===== src/rtl/sink_pkg.sv =====
// Shared types and constants for the sink receiver: FSM state encoding,
// the first value of the expected data sequence, and a next-state helper.
package sink_pkg;

    typedef enum logic [2:0] {
        IDLE   = 3'b001,
        DELAY  = 3'b010,
        ACCEPT = 3'b100
    } sink_state_t;

    // First data word the source produces after reset.
    localparam int SEQ_START = 1;

    // State to enter when leaving IDLE or completing an accept: a zero delay
    // keeps ready up, anything else starts an idle wait.
    function automatic sink_state_t wait_state(input logic delay_zero);
        sink_state_t st;
        if (delay_zero) begin
            st = ACCEPT;
        end else begin
            st = DELAY;
        end
        return st;
    endfunction

endpackage


===== src/rtl/sink_if.sv =====
// valid_ready bus: single-word transfer when valid and ready are both high
// at a rising clock edge. The master drives valid/data, the slave drives ready.
interface valid_ready #(
    parameter int DATA_WIDTH = 8
);
    logic                  valid;
    logic                  ready;
    logic [DATA_WIDTH-1:0] data;

    modport Master (output valid, output data, input ready);
    modport Slave  (input valid, input data, output ready);
endinterface


===== src/rtl/sink_delay_ctr.sv =====
// Idle-wait timer for the sink. A load captures the wait length and restarts
// the count; done_o is registered and is high during the last wait cycle, so
// the controlling FSM can leave its wait state on that edge.
module sink_delay_ctr #(
    parameter int DELAY_BITS = 3
) (
    input  logic                  clk,
    input  logic                  reset,
    input  logic                  load_i,
    input  logic [DELAY_BITS-1:0] delay_i,
    input  logic                  en_i,
    output logic                  done_o
);
    localparam int EW = DELAY_BITS + 1;

    logic [DELAY_BITS-1:0] delay_q, delay_d;
    logic [DELAY_BITS-1:0] cnt_q, cnt_d;
    logic                  done_q, done_d;

    // Next-state: load restarts at zero, enable advances the count; done is
    // precomputed so it is high exactly when cnt+1 equals the loaded delay.
    always_comb begin
        delay_d = delay_q;
        cnt_d   = cnt_q;
        done_d  = done_q;
        if (load_i) begin
            delay_d = delay_i;
            cnt_d   = {DELAY_BITS{1'b0}};
            done_d  = ({1'b0, delay_i} == EW'(1));
        end else if (en_i) begin
            cnt_d   = cnt_q + DELAY_BITS'(1);
            done_d  = (({1'b0, cnt_q} + EW'(2)) == {1'b0, delay_q});
        end else begin
            done_d  = done_q;
        end
    end

    // Timer registers with synchronous reset.
    always_ff @(posedge clk) begin
        if (reset) begin
            delay_q <= {DELAY_BITS{1'b0}};
            cnt_q   <= {DELAY_BITS{1'b0}};
            done_q  <= 1'b0;
        end else begin
            delay_q <= delay_d;
            cnt_q   <= cnt_d;
            done_q  <= done_d;
        end
    end

    assign done_o = done_q;

endmodule


===== src/rtl/sink.sv =====
// sink: receiving end of the valid_ready bus. Raises ready after a
// programmable idle delay, accepts one word per handshake, counts accepts
// and (optionally) checks the incrementing 1,2,3,... data sequence.
// Optional feature macro: SINK_SEQ_CHECK_EN enables the sequence checker;
// without it err_count and seq_error are tied to zero.
module sink
    import sink_pkg::*;
#(
    parameter int DATA_WIDTH  = 8,
    parameter int DELAY_BITS  = 3,
    parameter int COUNT_WIDTH = 16
) (
    input  logic                   clk,
    input  logic                   reset,
    input  logic [DELAY_BITS-1:0]  delay,
    valid_ready.Slave              vrBus,
    output logic [COUNT_WIDTH-1:0] rx_count,
    output logic [COUNT_WIDTH-1:0] err_count,
    output logic [DATA_WIDTH-1:0]  last_data,
    output logic                   seq_error
);
    sink_state_t state_q;
    logic        ready_q;
    logic        handshake_s;
    logic        delay_zero_s;
    logic        load_s;
    logic        wait_en_s;
    logic        wait_done_s;

    logic [COUNT_WIDTH-1:0] rx_count_q, rx_count_d;
    logic [DATA_WIDTH-1:0]  last_data_q, last_data_d;

    assign handshake_s  = vrBus.valid & ready_q;
    assign delay_zero_s = (delay == {DELAY_BITS{1'b0}});
    // The delay input is only captured when a wait actually starts.
    assign load_s       = ((state_q == IDLE) | ((state_q == ACCEPT) & handshake_s)) & ~delay_zero_s;
    assign wait_en_s    = (state_q == DELAY);

    sink_delay_ctr #(
        .DELAY_BITS (DELAY_BITS)
    ) u_delay_ctr (
        .clk     (clk),
        .reset   (reset),
        .load_i  (load_s),
        .delay_i (delay),
        .en_i    (wait_en_s),
        .done_o  (wait_done_s)
    );

    // Control FSM; ready is a registered copy of "next state is ACCEPT".
    always_ff @(posedge clk) begin
        if (reset) begin
            state_q <= IDLE;
            ready_q <= 1'b0;
        end else begin
            case (state_q)
                IDLE: begin
                    state_q <= wait_state(delay_zero_s);
                    ready_q <= delay_zero_s;
                end
                DELAY: begin
                    if (wait_done_s) begin
                        state_q <= ACCEPT;
                        ready_q <= 1'b1;
                    end else begin
                        state_q <= DELAY;
                        ready_q <= 1'b0;
                    end
                end
                ACCEPT: begin
                    if (handshake_s) begin
                        state_q <= wait_state(delay_zero_s);
                        ready_q <= delay_zero_s;
                    end else begin
                        state_q <= ACCEPT;
                        ready_q <= 1'b1;
                    end
                end
                default: begin
                    state_q <= IDLE;
                    ready_q <= 1'b0;
                end
            endcase
        end
    end

    assign vrBus.ready = ready_q;

    // Accept bookkeeping: capture data and bump the wrapping receive count.
    always_comb begin
        rx_count_d  = rx_count_q;
        last_data_d = last_data_q;
        if (handshake_s) begin
            rx_count_d  = rx_count_q + COUNT_WIDTH'(1);
            last_data_d = vrBus.data;
        end else begin
            rx_count_d  = rx_count_q;
            last_data_d = last_data_q;
        end
    end

    // Accept bookkeeping registers.
    always_ff @(posedge clk) begin
        if (reset) begin
            rx_count_q  <= {COUNT_WIDTH{1'b0}};
            last_data_q <= {DATA_WIDTH{1'b0}};
        end else begin
            rx_count_q  <= rx_count_d;
            last_data_q <= last_data_d;
        end
    end

    assign rx_count  = rx_count_q;
    assign last_data = last_data_q;

`ifdef SINK_SEQ_CHECK_EN
    logic [DATA_WIDTH-1:0]  expected_q, expected_d;
    logic [COUNT_WIDTH-1:0] err_count_q, err_count_d;
    logic                   seq_error_q, seq_error_d;
    logic                   mismatch_s;

    assign mismatch_s = handshake_s & (vrBus.data != expected_q);

    // Sequence checker: resync expected to data+1 on every accept, count
    // mismatches with saturation and pulse seq_error for one cycle.
    always_comb begin
        expected_d  = expected_q;
        err_count_d = err_count_q;
        seq_error_d = mismatch_s;
        if (handshake_s) begin
            expected_d = vrBus.data + DATA_WIDTH'(1);
        end else begin
            expected_d = expected_q;
        end
        if (mismatch_s && (err_count_q != {COUNT_WIDTH{1'b1}})) begin
            err_count_d = err_count_q + COUNT_WIDTH'(1);
        end else begin
            err_count_d = err_count_q;
        end
    end

    // Sequence checker registers.
    always_ff @(posedge clk) begin
        if (reset) begin
            expected_q  <= DATA_WIDTH'(SEQ_START);
            err_count_q <= {COUNT_WIDTH{1'b0}};
            seq_error_q <= 1'b0;
        end else begin
            expected_q  <= expected_d;
            err_count_q <= err_count_d;
            seq_error_q <= seq_error_d;
        end
    end

    assign err_count = err_count_q;
    assign seq_error = seq_error_q;
`else
    assign err_count = {COUNT_WIDTH{1'b0}};
    assign seq_error = 1'b0;
`endif

endmodule


===== src/flat_wrapper.sv =====
// flat-port wrapper written by rule: the top's interface ports become plain ports
module sink_flat import sink_pkg::*;
#(
    parameter int DATA_WIDTH  = 8,
    parameter int DELAY_BITS  = 3,
    parameter int COUNT_WIDTH = 16
)
  (clk, reset, delay, rx_count, err_count, last_data, seq_error, vrBus_valid, vrBus_data, vrBus_ready);
  valid_ready #(.DATA_WIDTH(DATA_WIDTH)) vrBus_i ();
  input  logic clk;
  input  logic reset;
  input  logic [DELAY_BITS-1:0] delay;
  output logic [COUNT_WIDTH-1:0] rx_count;
  output logic [COUNT_WIDTH-1:0] err_count;
  output logic [DATA_WIDTH-1:0] last_data;
  output logic seq_error;
  input wire logic [$bits(vrBus_i.valid)-1:0] vrBus_valid;
  input wire logic [$bits(vrBus_i.data)-1:0] vrBus_data;
  output wire logic [$bits(vrBus_i.ready)-1:0] vrBus_ready;
  assign vrBus_i.valid = vrBus_valid;
  assign vrBus_i.data = vrBus_data;
  assign vrBus_ready = vrBus_i.ready;
  sink #(.DATA_WIDTH(DATA_WIDTH), .DELAY_BITS(DELAY_BITS), .COUNT_WIDTH(COUNT_WIDTH)) u_core (.clk(clk), .reset(reset), .delay(delay), .vrBus(vrBus_i), .rx_count(rx_count), .err_count(err_count), .last_data(last_data), .seq_error(seq_error));
endmodule

===== config.mk =====
export PLATFORM = sky130hd
export DESIGN_NAME = sink_flat
export DESIGN_NICKNAME = d
export VERILOG_FILES = /design/src/rtl/sink_pkg.sv /design/src/rtl/sink_if.sv /design/src/rtl/sink_delay_ctr.sv /design/src/rtl/sink.sv /design/src/flat_wrapper.sv
export SDC_FILE = /design/constraint.sdc
export NUM_CORES = 1
export LEC_CHECK = 0
export CAP_MARGIN = 5
export CORE_MARGIN = 2
export CORE_UTILIZATION = 49
export DETAILED_ROUTE_END_ITERATION = 16
export GPL_ROUTABILITY_DRIVEN = 0
export PLACE_DENSITY = 0.85
export SYNTH_ARGS = -nofsm -noshare
export SYNTH_HDL_FRONTEND = slang
export SYNTH_HIERARCHICAL = 1
export SYNTH_SLANG_ARGS = --single-unit

===== constraint.sdc =====
create_clock -name clk -period 2.59 [get_ports clk]
set_input_delay 0.3885 -clock clk [delete_from_list [all_inputs] [get_ports clk]]
set_output_delay 0.3885 -clock clk [all_outputs]
set_load 0.03 [all_outputs]

==> impl_metrics.yaml, run 1 <==
final_layout:
  nets: 249
  num_antenna_cells: 0
  fill_cells: 309
  drive_gt1_share_pct: 7.725
  multi_input_area_um2: 879.6
  area_growth_pct: 26.08
  final-seq-area_um2: 680.7
critical_path:
  r2r-start: "u_core/state_q[2]"
  worstReg2RegEnd: "u_core/rx_count[15]"
  cp-end-kind: "output pin"
  reg2reg_slack_ns: 0.79
  worst_ep_required_time_ns: 2.20
  cp_max_fo: 12
  slowest_stage: "clkdlybuf4s50_1"
  worstRegToRegCells: 4
  path_buf_inv: 1
  crit_chain: "clkdlybuf4s50_1"
  critPathArrivalTime_ns: 1.62
  critical-path-top-delay-family: "buffers and inverters"
  critPathMaxStageDelay_ns: 0.75
  cp-start-kind: "register"
  path_class: "reg2out"
clocking:
  cts_root_buffer: "clkbuf_4"
  cts_resized: 0
  htree_levels: 2
  cts.sinks: 34
  post_cts_buffers: 0
  cts_made_buffers: 5
  ctsHoldBuffers: 0
  cts_tree: "done"
  cts.clk_slew.worst_paths_ns: 0.10
  insertion_delay_ns: 0.32
  clockBufferDepth: 2
yosys:
  yosys_warnings: 6
  ys_ff_latch: 34
  synth.yosys.seq_area_share_pct: 40.66
  synth_area_leaders: "dfxtp_1 41%, buf_4 8.1%, nand2_1 5.2%, nor2_1 4.9%, xor2_1 4.2%"
  yosys.area.top_type_share_pct: 40.66
  syn-instance-count: 191
  post_synth.cell_area_avg_um2: 8.765
  synth_cell_type_count: 40
  syn_area_um2: 1674
  yosysTopAreaCell: "dfxtp_1"
die:
  coreArea_um2: 3311
  num_io_pins: 56
  die-width_um: 62.45
  rows: 21
  die-area_um2: 3900
  initial_utilization_pct: 50.57
  dieHeight_um: 62.45
route:
  drtPass1Iterations: 4
  drt_iter0_markers: 50
  wl_um: 3045
  vias: 1351
  viasPerCell: 4.842
  drt.antenna.violating_nets: 0
  avgRoutedWirePerCell_um: 10.91
  drc: 0
global_routing:
  grt_pass1_wl_um: 5285
  grt.total_usage_pct: 17.22
  overflow: 0
  antenna_found_initial: 0
  grt_start_max_net_pins: 19
  grt_pass1_vias: 1206
timing:
  finalHoldViolCount: 0
  whs_ns: 0.4566
  worst_pin_slew_ns: 0.6378
  finalWorstSetupSlack_ns: 0.5784
  slew_violations: 0
  finalCriticalPeriod_ns: 2.012
  rsz0062_at_grt: "no"
  fmax_mhz: 497.1
  period_share_pct: 77.67
  max_slew_margin_pct: 57.35
  tns_ns: 0
  setup_viol: 0
  finClkSkew_ns: 0.003526
min_path:
  min_delay_worst_endpoint: "u_core/last_data[5]"
  hold_start: "u_core/last_data[5]"
  hp-class: "reg2reg"
  holdPathStages: 2
power_and_ir_drop:
  p_int_mw: 0.9066
  clkPwrFrac_pct: 27.0
  p_comb_share_pct: 26.0
  ir_drop_v: 0.0004769
  power_density_nw_per_um2: 619.7
  leakagePower_nw: 0.8022
  sw_frac_of_total_pct: 30.69
  power.switching_mw: 0.4015
  seqPwrFrac_pct: 47.0
place:
  io_buffers: 38
  dp_hpwl_um: 2294
  dpl_worst_slack_ns: 0.3802
flow_run:
  maxCapViolations: 0
status:
  status: "complete, no violations"
-- logic make-up after synthesis --
| logic type | Yosys count | synth area share (%) |
|---|---|---|
| compound gates | 22 | 7.848 |
| xor+xnor | 15 | 8.296 |
| fa+ha+maj | 3 | 2.242 |
| buf+inv | 26 | 10.39 |
| flops | 34 | 40.66 |
| mux | 7 | 4.410 |
| other cells | 1 | 0.2240 |
| simple gates | 83 | 25.93 |
-- power groups by stage --
stage	logic [mW]	clock network, mW	registers [mW]
detailed placement	0.344	0	0.627
global route	0.380	0.391	0.623
global placement	0.335	0	0.626
finish	0.341	0.353	0.614
CTS	0.345	0.369	0.615
floorplan	0.296	0	0.625
-- metrics by stage --
step | power, mW | utilization (%) | std cells | instance area [µm²]
after floorplan | 0.9215 | - | 207 | 1734
after global placement | 0.9604 | 61.38 | 271 | 2032
after detailed placement | 0.9714 | 61.38 | 271 | 2032
after CTS | 1.329 | 63.76 | 279 | 2111
after global routing | 1.395 | 63.76 | 279 | 2111
final | 1.308 | 63.76 | 279 | 2111
-- final cells by class --
cell class | instances | share of cell area [%]
clock buffers | 8 | 3.734
inverters | 3 | 0.5335
multi-input cells | 147 | 41.67
flip-flops and latches | 34 | 32.25
well taps | 46 | 2.727
repair buffers | 41 | 19.09
-- how the worst max path moves through the flow --
stage / from / cells after the start / to
floorplan: u_core/rx_count[3] / 4 / u_core/rx_count[15]
global placement: vrBus_valid / 5 / u_core/rx_count[15]
detailed placement: vrBus_valid / 5 / u_core/rx_count[15]
CTS: u_core/state_q[2] / 1 / vrBus_ready
global route: u_core/state_q[2] / 1 / vrBus_ready
finish: u_core/state_q[2] / 1 / vrBus_ready
-- placed cells by master, fill, tap and decap left out, types with 2 or more instances in the layout --
cell type / netlist / layout
clkbuf_4: 0 / 5
and4_1: 3 / 3
nor2_1: 22 / 22
nand2_1: 23 / 23
or3_1: 2 / 2
nand2b_1: 4 / 4
buf_4: 18 / 3
a21oi_1: 13 / 13
nor2b_1: 3 / 3
ha_1: 3 / 3
inv_1: 3 / 3
xor2_1: 8 / 8
and2_1: 2 / 2
o21ai_1: 3 / 3
conb_1: 1 / 17
nor3_1: 8 / 8
dfxtp_1: 34 / 34
xnor2_1: 6 / 6
nand4_1: 5 / 5
clkdlybuf4s50_1: 0 / 38
nand3_1: 3 / 3
mux2_1: 3 / 3
clkbuf_8: 0 / 3
mux2i_1: 4 / 4
-- state kept, by name, summed over array words and instances, names as in the netlist --
| name | flops |
|---|---|
| u_core/rx_count | 16 |
| u_core/last_data | 8 |
| u_core/state_q | 3 |
| u_core/u_delay_ctr/cnt_q | 3 |
| u_core/u_delay_ctr/delay_q | 3 |
| u_core/u_delay_ctr/done_o | 1 |
-- Yosys cell counts --
library cell / instances
xor2_1: 8
nand3_2: 1
nand2_1: 23
nand2_2: 1
buf_6: 1
nor4_4: 1
nor3_1: 8
a32oi_1: 1
ha_1: 3
buf_1: 2
o21ai_1: 3
a31oi_1: 1
inv_1: 3
nand2b_1: 4
or3b_1: 1
nand3b_1: 1
xnor2_1: 6
and2_1: 2
nand3_1: 3
buf_2: 1
buf_4: 18
a211oi_2: 1
xnor2_2: 1
nor2_1: 22
a21oi_1: 13
nand4_1: 5
dfxtp_1: 34
and3_1: 1
mux2i_1: 4
nor3b_2: 1
clkbuf_1: 1
o21bai_1: 1
and4_1: 3
a31o_1: 1
mux2_1: 3
conb_1: 1
nor2b_1: 3
nor2_4: 1
a211oi_1: 1
or3_1: 2
-- per-layer routing --
metal  GRT usage [%]  vias to the layer above  routed length, µm
met5               0                        -                  0
met4           10.00                        0                 49
met3           3.784                        4                132
met2           29.17                       37               1522
met1           19.98                      617               1340
li1                -                      693                  -
Note: power is estimated with default switching activity, not from simulation.
==> run 2, diff against run 1 <==
--- a/config.mk
+++ b/config.mk
@@ -7,10 +7,10 @@
 export LEC_CHECK = 0
 export CAP_MARGIN = 5
 export CORE_MARGIN = 2
-export CORE_UTILIZATION = 49
+export CORE_UTILIZATION = 45
 export DETAILED_ROUTE_END_ITERATION = 16
 export GPL_ROUTABILITY_DRIVEN = 0
-export PLACE_DENSITY = 0.85
+export PLACE_DENSITY = 0.79
 export SYNTH_ARGS = -nofsm -noshare
 export SYNTH_HDL_FRONTEND = slang
 export SYNTH_HIERARCHICAL = 1
==> constraint.sdc (replaced) <==
create_clock -name clk -period 2 [get_ports clk]
set_input_delay 0.3 -clock clk [delete_from_list [all_inputs] [get_ports clk]]
set_output_delay 0.3 -clock clk [all_outputs]
set_load 0.03 [all_outputs]
==> run 2 against run 1 <==
Clock power up 73%. Largest power group unchanged. Routed wire length down 1.4%. Cell area up 3.9%. Power up 42%. Critical endpoint unchanged. Sequential share of layout area down 1.2 points. Die area up 8.3%. Sequential power up 30%. Utilization down 2.9 points. Highest routed layer unchanged. Worst setup slack worse by 0.45 ns. Register-to-register slack worse by 0.49 ns. Non-clock buffer count up 5.
==> impl_metrics.yaml, run 2 (same netlist as run 1, synthesis figures left out) <==
die:
  die-width_um: 65.00
  die-area_um2: 4224
  dieHeight_um: 65.00
  initial_utilization_pct: 46.43
  rows: 22
  num_io_pins: 56
  coreArea_um2: 3606
route:
  avgRoutedWirePerCell_um: 10.49
  drtPass1Iterations: 4
  wl_um: 3001
  drc: 0
  drt_iter0_markers: 61
  viasPerCell: 4.685
  vias: 1340
  drt.antenna.violating_nets: 0
final_layout:
  largest_reg_flops: 16
  drive_gt1_share_pct: 9.664
  area_growth_pct: 31.02
  final_cell_mix: "38 x clkdlybuf4s50_1, 34 x dfxtp_1, 23 x nand2_1"
  layout_commonest_cell: "clkdlybuf4s50_1"
  num_antenna_cells: 0
  nets: 254
global_routing:
  antenna_found_initial: 0
  grt.total_usage_pct: 15.49
  grt_start_max_net_pins: 37
  overflow: 0
  grt_pass1_vias: 1171
  grt_pass1_wl_um: 5002
power_and_ir_drop:
  leakagePower_nw: 0.8459
  ir_drop_v: 0.0004785
  power_density_nw_per_um2: 845.6
min_path:
  hold_start: "u_core/last_data[5]"
  holdPathStages: 2
  hp-class: "reg2reg"
timing:
  finClkSkew_ns: 0.004791
  finalCriticalPeriod_ns: 1.869
  finalHoldViolCount: 0
  fmax_mhz: 535.0
  period_share_pct: 93.45
  rsz0062_at_grt: "no"
  slew_violations: 0
  tns_ns: 0
  whs_ns: 0.4573
  setup_viol: 0
critical_path:
  path_buf_inv: 1
  worst_ep_required_time_ns: 1.70
  path_depth: 1
  path_class: "reg2out"
  critical-path-top-delay-family: "buffers and inverters"
  r2r-start: "u_core/state_q[2]"
  critPathMaxStageDelay_ns: 0.76
  crit_chain: "clkdlybuf4s50_1"
  cp_max_fo: 12
  critPathArrivalTime_ns: 1.57
  crit_start: "u_core/state_q[2]"
  cp-end-kind: "output pin"
  slowest_stage: "clkdlybuf4s50_1"
  cp-start-kind: "register"
  worstRegToRegCells: 4
place:
  io_buffers: 38
  dp_hpwl_um: 2178
clocking:
  cts_made_buffers: 5
  post_cts_buffers: 0
  htree_levels: 2
  ctsHoldBuffers: 0
  cts_resized: 0
  insertion_delay_ns: 0.29
  cts.sinks: 34
  cts_tree: "done"
  cts_root_buffer: "clkbuf_8"
  cts.clk_slew.worst_paths_ns: 0.07
  clockBufferDepth: 2
flow_run:
  maxCapViolations: 0
status:
  status: "complete, no violations"
==> run 2: cell types whose count changed in the layout (fill, tap and decap cells not counted), sizes merged <==
| cell | delta |
|---|---|
| buf | +5 |
| clkbuf | -3 |
| clkinv | +2 |
| bufinv | +1 |
==> run 2: worst paths after layout <==
path,slack (ns),endpoint
min,0.46,u_core/last_data[5]
max reg2reg,0.30,u_core/rx_count[15]
max,0.13,vrBus_ready
min reg2reg,0.46,u_core/last_data[5]
==> run 2: layout make-up <==
| cell class | instances | area (µm²) |
|---|---|---|
| fillers | 321 | 1413 |
| multi-input cells | 147 | 879.6 |
| flip-flops and latches | 34 | 680.7 |
| repair buffers | 46 | 452.9 |
| clock buffers | 5 | 68.82 |
| well taps | 48 | 60.06 |
| clock inverters | 3 | 40.04 |
| inverters | 3 | 11.26 |
==> run 2: metrics by stage <==
step	instances	power (mW)	cell area (µm²)	setup slack, ns	util, %
2_1_floorplan	207	1.193	1734	0.2547	-
3_3_place_gp	278	1.249	2085	0.1020	57.81
3_5_place_dp	278	1.257	2085	0.04205	57.81
4_1_cts	286	1.872	2193	0.1159	60.83
5_1_grt	286	1.946	2193	0.05938	60.83
6_report	286	1.855	2193	0.1310	60.83
==> run 2: layer usage <==
metal	vias to the layer above	share of wire [%]	GRT usage, %
met5	-	0	0
met4	0	2.1	7.181
met3	5	6.4	5.903
met2	37	46	25.77
met1	598	46	17.41
li1	700	-	-
==> run 2: power breakdown <==
part / switching (mW) / total (mW) / leakage (nW) / internal (mW)
Clock: 0.243 / 0.609 / 0.0579 / 0.366
Combinational: 0.243 / 0.447 / 0.513 / 0.204
Sequential: 0.0629 / 0.798 / 0.275 / 0.735
==> run 3, diff against run 2 <==
==> constraint.sdc (replaced) <==
create_clock -name clk -period 2 [get_ports clk]
set_input_delay 0.4 -clock clk [delete_from_list [all_inputs] [get_ports clk]]
set_output_delay 0.4 -clock clk [all_outputs]
set_load 0.03 [all_outputs]
==> run 3 against run 2 <==
Flip-flop and latch count unchanged. Register-to-register slack got worse by 0.03 ns. Worst hold slack improved by 0.0018 ns. Routed wire length grew 6.7%. Sequential power about the same. Cell area is 0.23% lower. Clock power shrank 16%. Global-route usage up 1.6 points.
==> impl_metrics.yaml, run 3 (same netlist as run 1, synthesis figures left out) <==
status:
  status: "complete, no violations"
place:
  dp_hpwl_um: 2417
  dpl_worst_slack_ns: -0.1181
  io_buffers: 38
  place_area_um2: 2095
timing:
  worst_pin_slew_ns: 0.5190
  finalHoldViolCount: 0
  slew_violations: 0
  tns_ns: 0
  finalCriticalPeriod_ns: 1.840
  setup_viol: 0
  max_slew_margin_pct: 65.29
  finalWorstSetupSlack_ns: 0.1598
  fmax_mhz: 543.4
  whs_ns: 0.4592
  finClkSkew_ns: 0.007041
  period_share_pct: 92.01
  rsz0062_at_grt: "no"
route:
  drc: 0
  drtPass1Iterations: 4
  drt_iter0_markers: 32
  vias: 1355
  wl_um: 3202
  drt.antenna.violating_nets: 0
  avgRoutedWirePerCell_um: 11.08
  viasPerCell: 4.689
clocking:
  cts_resized: 0
  cts_made_buffers: 5
  htree_levels: 2
  cts.sinks: 34
  cts.clk_slew.worst_paths_ns: 0.07
  insertion_delay_ns: 0.29
  cts_tree: "done"
  clockBufferDepth: 2
  post_cts_buffers: 0
  ctsHoldBuffers: 0
  cts_root_buffer: "clkbuf_8"
critical_path:
  worst_ep_required_time_ns: 1.60
  slowest_stage: "clkdlybuf4s50_1"
  r2r-start: "u_core/state_q[2]"
  critPathMaxStageDelay_ns: 0.71
  path_class: "reg2out"
  critical-path-top-delay-family: "buffers and inverters"
  crit_chain: "clkdlybuf4s50_1"
  crit_start: "u_core/rx_count[4]"
  cp_max_fo: 6
  cp-start-kind: "register"
  path_buf_inv: 1
  critPathArrivalTime_ns: 1.44
  cp-end-kind: "output pin"
flow_run:
  maxCapViolations: 0
global_routing:
  overflow: 0
  grt.total_usage_pct: 17.10
  antenna_found_initial: 0
  grt_pass1_vias: 1195
  grt_start_max_net_pins: 17
  grt_pass1_wl_um: 5409
die:
  initial_utilization_pct: 46.43
  rows: 22
  num_io_pins: 56
  die-area_um2: 4224
  die-width_um: 65.00
  dieHeight_um: 65.00
  coreArea_um2: 3606
final_layout:
  final_cell_mix: "37 x clkdlybuf4s50_1, 34 x dfxtp_1, 23 x nand2_1"
  drive_gt1_share_pct: 10.37
  area_growth_pct: 30.72
  layout_commonest_cell: "clkdlybuf4s50_1"
  num_antenna_cells: 0
  nets: 257
  fin_area_um2: 2188
  largest_reg_flops: 16
power_and_ir_drop:
  ir_drop_v: 0.0005379
  p_int_mw: 1.218
  seqPwrFrac_pct: 45.3
  clkPwrFrac_pct: 29.1
  p_comb_share_pct: 25.7
  power_density_nw_per_um2: 806.9
  total_power_mw: 1.766
  sw_frac_of_total_pct: 31.04
  power.switching_mw: 0.5481
  leakagePower_nw: 0.8630
min_path:
  hold_start: "u_core/last_data[2]"
  hp-class: "reg2reg"
run 3: cell type report:
cell class / instances / area [µm²]
Inverter: 3 / 11.26
Fill cell: 329 / 1418
Clock inverter: 1 / 5.005
Tap cell: 48 / 60.06
Sequential cell: 34 / 680.7
Multi-Input combinational cell: 147 / 879.6
Clock buffer: 7 / 86.33
Timing Repair Buffer: 49 / 465.4
run 3: path summary, 6_finish.rpt:
path / slack, ns / depth (start not counted) / to
worst min register to register: 0.46 / 2 / u_core/last_data[2]
worst max-delay path: 0.16 / 1 / rx_count[4]
worst max register to register: 0.27 / 4 / u_core/rx_count[15]
worst min-delay path: 0.46 / 2 / u_core/last_data[2]
run 3: routing by layer:
layer  vias to the layer above  track usage (%)  routed length [µm]
li1                        705                -                   -
met1                       605            20.11                1458
met2                        40            27.32                1470
met3                         5            6.076                 202
met4                         0            8.777                  71
met5                         -                0                   0
run 3: worst reg2reg max path, stage by stage (launching register included):
cell     delay (ns)
dfxtp_1        0.52
nand3_2        0.17
nor4_4         0.38
nor3b_2        0.24
mux2_1         0.33
run 3: power by group through the flow:
stage | Combinational [mW] | Clock, mW | Sequential, mW
2_1_floorplan | 0.384 | 0 | 0.809
3_3_place_gp | 0.439 | 0 | 0.810
3_5_place_dp | 0.456 | 0 | 0.812
4_1_cts | 0.456 | 0.528 | 0.798
5_1_grt | 0.498 | 0.571 | 0.809
6_report | 0.453 | 0.513 | 0.800
run 3: through the flow:
stage / utilization, % / instances
final: 60.69 / 289
after global routing: 60.69 / 289
after CTS: 60.62 / 289
after detailed placement: 58.08 / 281
after global placement: 58.08 / 281
after floorplan: - / 207
